$ cat src/rtl/load_store_sched.sv
// Round-robin scheduler sharing one bounded volume counter among NREQ
// load/store requesters; moves one unit per cycle and reports completion.
module load_store_sched #(
  parameter int unsigned N     = 25000,
  parameter int unsigned CBITS = 15,
  parameter int unsigned NREQ  = 4,
  parameter int unsigned LBITS = 8,
  localparam int unsigned IDW  = (NREQ > 1) ? $clog2(NREQ) : 1
) (
  input  logic                  clk,
  input  logic                  rst,
  input  logic [NREQ-1:0]       req_valid,
  input  logic [NREQ-1:0]       req_dir,
  input  logic [NREQ*LBITS-1:0] req_len,
  output logic [NREQ-1:0]       grant,
  output logic                  done,
  output logic [IDW-1:0]        done_id,
  output logic [LBITS-1:0]      moved,
  output logic                  trunc,
  output logic [CBITS-1:0]      vol,
  output logic                  full,
  output logic                  empty
);

  typedef enum logic [1:0] {IDLE, XFER, DONE} state_t;

  state_t            state, state_n;
  logic [IDW-1:0]    rr, rr_n;
  logic [IDW-1:0]    done_id_n;
  logic              dir_q, dir_n;
  logic [LBITS-1:0]  len_q, len_n;
  logic [LBITS-1:0]  moved_n, moved_inc;
  logic [CBITS-1:0]  vol_n, vol_step;
  logic [NREQ-1:0]   grant_n;
  logic              done_n, trunc_n;
  logic [NREQ-1:0]   elig;
  logic              pick_ok;
  logic [IDW-1:0]    pick;
  logic              at_bound;

  // Bound flags decode the volume register directly.
  assign full  = (vol == CBITS'(N));
  assign empty = (vol == '0);

  // A requester is eligible unless its direction is blocked by a bound.
  always_comb begin
    elig = '0;
    for (int i = 0; i < int'(NREQ); i++) begin
      elig[i] = req_valid[i] & ~(req_dir[i] & full) & ~(~req_dir[i] & empty);
    end
  end

  // First eligible index at or after the round-robin pointer, cyclically.
  always_comb begin
    int unsigned idx;
    idx     = 0;
    pick_ok = 1'b0;
    pick    = '0;
    for (int k = int'(NREQ) - 1; k >= 0; k--) begin
      idx = 32'(rr) + 32'(k);
      if (idx >= NREQ) idx = idx - NREQ;
      if (elig[IDW'(idx)]) begin
        pick_ok = 1'b1;
        pick    = IDW'(idx);
      end
    end
  end

  // Next-state and next-output logic.
  always_comb begin
    state_n   = state;
    rr_n      = rr;
    done_id_n = done_id;
    dir_n     = dir_q;
    len_n     = len_q;
    moved_n   = moved;
    trunc_n   = trunc;
    vol_n     = vol;
    grant_n   = grant;
    done_n    = 1'b0;
    vol_step  = dir_q ? (vol + CBITS'(1)) : (vol - CBITS'(1));
    moved_inc = moved + LBITS'(1);
    at_bound  = dir_q ? (vol_step == CBITS'(N)) : (vol_step == '0);

    case (state)
      IDLE: begin
        grant_n = '0;
        if (pick_ok) begin
          done_id_n = pick;
          dir_n     = req_dir[pick];
          len_n     = req_len[pick*LBITS +: LBITS];
          moved_n   = '0;
          trunc_n   = 1'b0;
          rr_n      = (pick == IDW'(NREQ - 1)) ? '0 : (pick + IDW'(1));
          if (len_n == '0) begin
            state_n = DONE;
            done_n  = 1'b1;
          end else begin
            state_n = XFER;
            grant_n = NREQ'(1) << pick;
          end
        end
      end
      XFER: begin
        vol_n   = vol_step;
        moved_n = moved_inc;
        if (moved_inc == len_q) begin
          state_n = DONE;
          grant_n = '0;
          done_n  = 1'b1;
          trunc_n = 1'b0;
        end else if (at_bound) begin
          state_n = DONE;
          grant_n = '0;
          done_n  = 1'b1;
          trunc_n = 1'b1;
        end
      end
      DONE: begin
        state_n = IDLE;
        grant_n = '0;
      end
      default: begin
        state_n = IDLE;
        grant_n = '0;
      end
    endcase
  end

  // State and output registers; reset aborts any transfer without a done pulse.
  always_ff @(posedge clk) begin
    if (rst) begin
      state   <= IDLE;
      rr      <= '0;
      done_id <= '0;
      dir_q   <= 1'b0;
      len_q   <= '0;
      moved   <= '0;
      trunc   <= 1'b0;
      vol     <= '0;
      grant   <= '0;
      done    <= 1'b0;
    end else begin
      state   <= state_n;
      rr      <= rr_n;
      done_id <= done_id_n;
      dir_q   <= dir_n;
      len_q   <= len_n;
      moved   <= moved_n;
      trunc   <= trunc_n;
      vol     <= vol_n;
      grant   <= grant_n;
      done    <= done_n;
    end
  end

endmodule

$ cat config.mk
export PLATFORM = sky130hd
export DESIGN_NAME = load_store_sched
export DESIGN_NICKNAME = d
export VERILOG_FILES = /design/src/rtl/load_store_sched.sv
export SDC_FILE = /design/constraint.sdc
export NUM_CORES = 1
export LEC_CHECK = 0
export ABC_AREA = 0
export BUFFER_PORTS_ARGS = -buffer_cell sky130_fd_sc_hd__buf_2
export CORE_MARGIN = 10
export CORE_UTILIZATION = 54
export DETAILED_ROUTE_END_ITERATION = 8
export HOLD_SLACK_MARGIN = 0.06
export PLACE_DENSITY = 0.85
export SETUP_SLACK_MARGIN = 0.05
export SYNTH_ARGS = -nofsm -noshare
export SYNTH_HDL_FRONTEND = slang
export SYNTH_SLANG_ARGS = --single-unit
export TNS_END_PERCENT = 100
$ cat constraint.sdc
create_clock -name clk -period 4.45 [get_ports clk]
set_input_delay 0.445 -clock clk [delete_from_list [all_inputs] [get_ports clk]]
set_output_delay 0.445 -clock clk [all_outputs]
set_load 0.02 [all_outputs]
# == After elaboration in Yosys (flattened, before gate mapping) ==
# Index checks and enable logic that the tools add are counted.
# word_totals
register_bits,44
input_bits,42
wordCells,122
# op_classes
addsub,11
order_cmp,9
eq_ne,7
n_shift,2
muxes,46
n_bitwise,28
n_reduce_logical,9
# ops
cell,n
$shiftx A32 B6 Y8,1
$eq A15 B15 Y1 const B,2
$logic_not A15 Y1,2
$mux W2,13
$mux W1,17
$and A1 B1 Y1,16
$mux W4,4
$pmux W8 S2,1
$add A15 B1 Y15 const B,1
$lt A2 B3 Y1 const B,5
$mux W15,1
$sub A15 B1 Y15 const B,1
$not A1 Y1,12
$bmux W1 S2,5
$ge A3 B3 Y1 const B,3
$add A8 B1 Y8 const B,1
$eq A8 B8 Y1,1
$logic_not A8 Y1,1
$mux W8,1
$pmux W4 S2,1
$sub A2 B1 Y2 const B,4
$add A2 B2 Y3 const B,2
$reduce_and A2 Y1,3
$pmux W1 S2,2
other kinds (12),12

# == Logic depth before layout (Yosys ltp) ==
# Gate-level depths: netlist (run 1).
# depth
word_depth,16
ltp_mapped,12
ltp_nobuf,11

# == Worst setup path before layout (run 1) ==
# No wires, ideal clock.
# synth_timing
path_type,reg2reg
startpoint,register dir_q
endpoint,register done
setup_ns,0.100
arrival_ns,3.375
t_required_ns,4.350
path_slack_ns,0.974
path_stages_with_launch,12
n_path_buf,0
synth_period_minus_slack_ns,3.476
cell_sequence,dfxtp_1 -> inv_1 -> ha_1 -> a21o_1 -> a221o_1 -> a221oi_2 -> xnor2_1 -> or4_1 -> or4_1 -> a21oi_2 -> nor2_2 -> a2111oi_4
# synth_between
elab_chain_cells,6
# synth_rtl
item,line,text
"start, declared",30,"logic dir_q, dir_n;"
"start signal, assigned",147,dir_q <= dir_n;
$mux W15,81,vol_step = dir_q ? (vol + CBITS'(1)) : (vol - CBITS'(1));
$eq A15 B15 Y1 or $logic_not A15 Y1 (tied branches),83,at_bound = dir_q ? (vol_step == CBITS'(N)) : (vol_step == '0);
$mux W1 *,83,
$mux W1 *,112,end else if (at_bound) begin
$mux W1 *,107,if (moved_inc == len_q) begin
$pmux W1 S2 *,85,case (state)
"end signal, assigned",153,done <= done_n;
"end, declared",16,"output logic done,"
# Every way passes the cells marked *; elsewhere a longest branch is shown, timed or not.
# A chain may end at the register's enable or synchronous reset.

# == Worst setup path in the final report (run 1) ==
# layout_timing
startpoint,register dir_q
endpoint,register grant[1]
# layout_between
elab_chain_cells,4
# layout_rtl
item,line,text
$mux W15,81,
$eq A15 B15 Y1 or $logic_not A15 Y1 (tied branches),83,
$mux W1 *,83,
$ne A3 B3 Y1 (no source line) *,-,
"end signal, assigned",152,grant <= grant_n;
"end, declared",15,"output logic [NREQ-1:0] grant,"
# Marks and branches as above.

==> results of run 1 <==
## worst paths after layout
path	endpoint	slack, ns	depth (start not counted)
min	len_q[6]	0.48	2
max	grant[1]	0.58	11
min reg2reg	len_q[6]	0.48	2
max reg2reg	grant[1]	0.58	11
## through the flow
stage          cells  hold WS (ns)  worst slack (ns)  util, %
3_5_place_dp     535        0.4625            0.6362    64.29
4_1_cts          543        0.4772            0.5911    66.46
5_1_grt          543        0.4908            0.2947    66.46
2_1_floorplan    401        0.4478            0.9745        -
6_report         543        0.4778            0.5775    66.46
3_3_place_gp     535        0.4590            0.7454    64.29
## metal layers
layer / up-vias / GRT usage, % / wire, microns
met5: - / 0 / 0
li1: 1609 / - / -
met3: 25 / 4.318 / 656
met1: 1573 / 23.09 / 3791
met4: 0 / 6.659 / 257
met2: 117 / 36.64 / 4800
## cells by family (layout without fill, tap and decap cells)
kind of cell,count (synthesis),after routing
adders and majority gates,20,20
AOI/OAI and AO/OA,111,111
DFF,44,44
and+or+nand+nor,157,157
buffers and inverters,27,97
muxes,15,15
xor gates and xnor gates,27,27
## critical path, stage by stage (launching register included)
cell	delay [ns]
dfxtp_1	0.36
inv_1	0.40
ha_1	0.39
a21o_1	0.21
a221o_1	0.38
a221oi_2	0.28
xnor2_1	0.11
or4_1	0.51
or4_1	0.51
a21oi_2	0.19
nor3_1	0.14
a32o_1	0.27
## state kept, by name, summed over array words and instances (netlist names)
| signal | flops |
|---|---|
| vol | 15 |
| len_q | 8 |
| moved | 8 |
| grant | 4 |
| done_id | 2 |
| rr | 2 |
| state | 2 |
| dir_q | 1 |
| done | 1 |
| trunc | 1 |
## where the power goes
part,internal [mW],switching [mW]
clock,0.184,0.148
sequential,0.521,0.146
combinational,0.828,1.29
total,1.53,1.59
## layout make-up
cell class	count	area share, %
Clock buffer	6	2.229
Clock inverter	2	1.047
Inverter	11	1.114
Multi-Input combinational cell	330	58.60
Sequential cell	44	23.78
Tap cell	72	2.432
Timing Repair Buffer	78	10.81
## placed cells by master, fill, tap and decap left out, drive strengths merged, types with 2 or more instances in the layout
cell type / instances
buf: 78
nor4: 11
nand2b: 2
mux2: 7
o21bai: 2
a2111oi: 2
o31ai: 3
a311o: 5
o221ai: 2
o21a: 4
nand3: 8
o21ai: 14
xor2: 7
a211oi: 5
nor2b: 3
clkbuf: 6
a221oi: 3
or4: 3
mux2i: 8
nand2: 51
o211ai: 4
a21oi: 40
ha: 19
nand4: 8
a31oi: 2
inv: 11
nor2: 48
a21o: 8
and3: 3
a32o: 4
xnor2: 20
a22oi: 3
a32oi: 4
nor3: 12
and2: 3
dfxtp: 44
==> impl_metrics.toml, run 1 <==
[run_status]
status = "complete, no violations"

[clocking]
ctsHoldBuffers = 0
cts_tree = "built"
cts_resized = 0
clk_transition_reported_paths_ns = 0.09
cts_max_path_buffers = 2
cts_inserted_buffers = 5
clk_latency_ns = 0.31
h-tree-depth = 2
cts-root-buf = "clkbuf_8"
post_cts_buffers = 0
cts_sinks = 44

[sta]
rsz0062_at_grt = "no"
max_freq_ghz = 0.2582
hold_viol = 0
setup-tns-final_ns = 0
max_slew_margin_pct = 36.30
tightest_slew_ns = 0.9554
drv_slew = 0
finalCritPeriodShare_pct = 87.02
finalSetupViolations = 0
fin_crit_ns = 3.873
finClkSkew_ns = 0.007745

[global_routing]
grt_pass1_vias = 3224
grt_max_degree = 42
grt_util_all_layers_pct = 20.28
antenna_found_initial = 0
grt_pass1_wl_mm = 15.32
grt_overflow_total = 0

[synth]
yosys.area.top_type = "dfxtp_1"
syn_avg_cell_area_sq_um = 7.869
ys_seq_area_share_pct = 27.91
syn_nets = 463
synth-xor-area-share_pct = 7.494
mappedNetlistArea_sq_um = 3156
synth_cell_types = 53
synth_top_flop_cell = "dfxtp_1"
synth_compound_area_share_pct = 25.02
synth_top_family_by_area = "compound AO/OA/AOI/OAI gates"
syn_inst = 401
synth_top_cell_area_share_pct = 27.91
synth_most_common_cell = "nand2_1"
async_flop_share_pct = 0
yosys_register_bits = 44
yosys_warnings = 0
synthAdderAreaFrac_pct = 8.168
muxShareOfSynthArea_pct = 5.036
synthTopCellsByArea = "dfxtp_1, ha_1, a21oi_1"
ys_top_cells_by_count = "nand2_1, nor2_1, dfxtp_1, a21oi_1, xnor2_1"
synth_edf_count = 0
synth-simple-area-share_pct = 23.08

[drt]
dr.pass1.iters = 4
vias_per_cell = 6.122
ant_nets = 0
num_vias = 3324
finalWirelength_mm = 9.506
first_iter_violations = 165
wl_per_cell_microns = 17.51
drc_errors = 0

[die]
dieWidth_microns = 96.45
pin_count = 75
die_area_sq_um = 9302
floorplan.initialDensity_pct = 56.61
core_sq_um = 5574
die_y_microns = 96.45
rows = 27

[setup_path]
crit_arrival_ns = 4.08
worstSetupPathType = "reg -> reg"
worst_setup_path_start_kind = "flop"
end_kind = "flop"
cp-startpoint = "dir_q"
required_ns = 4.65
path_max_fanout = 14
r2r-start = "dir_q"

[power_and_ir_drop]
powerDensity_nw_per_um2 = 842.4
p_total_mw = 3.121
leakage_nw = 1.633
vdd_drop_max_v = 0.0005771

[place]
place_area_sq_um = 3583
portBuffers = 74
routabilityCongestion = 0.9396
dp_hpwl_mm = 7.380

[cells_and_area]
antenna_cells = 0
fillCellCount = 480
regArea_sq_um = 880.8
multi_input_area_sq_um = 2171
drive_gt1_share_pct = 21.23
fin_area_sq_um = 3705
nets = 532
syn_to_final_growth_pct = 17.41

[min_path]
hp-start = "len_q[6]"
hold_class = "reg -> reg"

[job]
cap_violations = 0
(Power assumes the default switching activity.)
==> run 2: changes to the inputs <==
Settings changed: CORE_UTILIZATION 54 to 58, PLACE_DENSITY 0.85 to 0.9.
Clock period 4.45 ns to 4.55 ns, I/O delays scaled along.
==> run 2 against run 1 <==
Worst hold slack worse by 0.0019 ns. Final area grew 0.14%. Combinational power fell by 3%. Global-route usage grew 0.50 points. Fmax is 0.42% lower. Sequential power down 2%. Via count down 1.4%. Total power decreased by 1.7%. Largest cell class unchanged. Largest power group unchanged.
==> impl_metrics.toml, run 2 (synthesis gave the netlist of run 1 again) <==
[power_and_ir_drop]
powerDensity_nw_per_um2 = 827.0
pwr-share-comb_pct = 67.3
vdd_drop_max_v = 0.0005894
leakage_nw = 1.636
switching_share_pct = 49.96
p_total_mw = 3.068
power.internal_mw = 1.535
seqPwrFrac_pct = 21.3
clock_power_share_pct = 11.4
power_switching_mw = 1.533

[setup_path]
slowest_stage = "or4_1"
path_max_fanout = 14
crit_arrival_ns = 4.09
end_kind = "flop"
worstSetupPathType = "reg -> reg"
required_ns = 4.75
crit_family = "compound AO/OA/AOI/OAI gates"
crit_buf_inv = 1
cpPeakStageDelay_ns = 0.51
cp_cell_sequence = "inv_1 > ha_1 > a21o_1 > a221o_1 > a221oi_2 > xnor2_1 > or4_1 > or4_1 > a21oi_2 > nor3_1 > a32o_1"
crit_top_cell = "or4_1"
worst_setup_path_start_kind = "flop"

[clocking]
ctsHoldBuffers = 0
cts_tree = "built"
clk_latency_ns = 0.30
cts_max_path_buffers = 2
cts_sinks = 44
cts_resized = 0
cts_inserted_buffers = 5
cts-root-buf = "clkbuf_8"
h-tree-depth = 2
post_cts_buffers = 0
clk_transition_reported_paths_ns = 0.08

[global_routing]
antenna_found_initial = 0
grt_max_degree = 42
grt_util_all_layers_pct = 20.78
grt_pass1_vias = 3355
grt_pass1_wl_mm = 15.40
grt_overflow_total = 0

[drt]
finalWirelength_mm = 9.214
wl_per_cell_microns = 17.06
dr.pass1.iters = 5
ant_nets = 0
num_vias = 3276
first_iter_violations = 170
drc_errors = 0
vias_per_cell = 6.067

[sta]
finClkSkew_ns = 0.006656
holdWs_ns = 0.4759
rsz0062_at_grt = "no"
finalSetupViolations = 0
fin_crit_ns = 3.889
max_freq_ghz = 0.2571
tightest_slew_ns = 0.9474
setup-tns-final_ns = 0
max_slew_margin_pct = 36.84
finalCritPeriodShare_pct = 85.47
drv_slew = 0
hold_viol = 0

[cells_and_area]
nets = 532
final_common_cell = "buf_2"
drive_gt1_share_pct = 21.06
largest_register = "vol"
fin_area_sq_um = 3710
final_cell_mix = "buf_2, nand2_1, nor2_1"
syn_to_final_growth_pct = 17.57
reg_top3 = "vol: 15 flops, len_q: 8 flops, moved: 8 flops"
largest_reg_flops = 15
fillCellCount = 441
antenna_cells = 0
utilization_pct = 71.27

[place]
routabilityCongestion = 0.9235
place_area_sq_um = 3581
dp_hpwl_mm = 7.146
portBuffers = 74

[die]
floorplan.initialDensity_pct = 60.62
core_sq_um = 5205
die_y_microns = 93.76
rows = 26
pin_count = 75
die_area_sq_um = 8791
dieWidth_microns = 93.76

[min_path]
hold_class = "reg -> reg"

[job]
cap_violations = 0

[run_status]
status = "complete, no violations"
[run 2: layout make-up]
cell class,count,area [sq um],area share (%)
timing repair buffer,78,400.4,10.79
sequential,44,880.8,23.74
clock buffer,5,68.82,1.855
multi-input combinational,330,2171,58.52
clock inverter,2,60.06,1.619
tap,70,87.58,2.361
inverter,11,41.29,1.113
[run 2: per-layer routing]
layer / track usage [%] / share of wire (%)
met2: 36.29 / 50
met3: 5.516 / 6.6
met5: 0 / 0
met4: 8.481 / 2.9
met1: 23.27 / 40
[run 2: path summary, 6_finish.rpt]
path	from	to	slack, ns	cells after the start
hold / removal	grant[0]	grant[0]	0.48	1
setup / recovery	dir_q	grant[3]	0.66	11
setup reg to reg	dir_q	grant[3]	0.66	11
hold reg to reg	grant[0]	grant[0]	0.48	1
[run 2: stage by stage]
step	instances	setup WS, ns
2_1_floorplan	401	1.075
3_3_place_gp	533	0.8776
3_5_place_dp	533	0.7370
4_1_cts	540	0.7051
5_1_grt	540	0.4264
6_report	540	0.6611
[run 2: power groups by stage]
stage               Combinational (mW)  Clock (mW)  Sequential [mW]
floorplan                         1.49           0            0.698
global placement                  1.97           0            0.653
detailed placement                2.03           0            0.661
CTS                               2.04       0.354            0.652
global route                      2.29       0.370            0.669
finish                            2.06       0.350            0.654
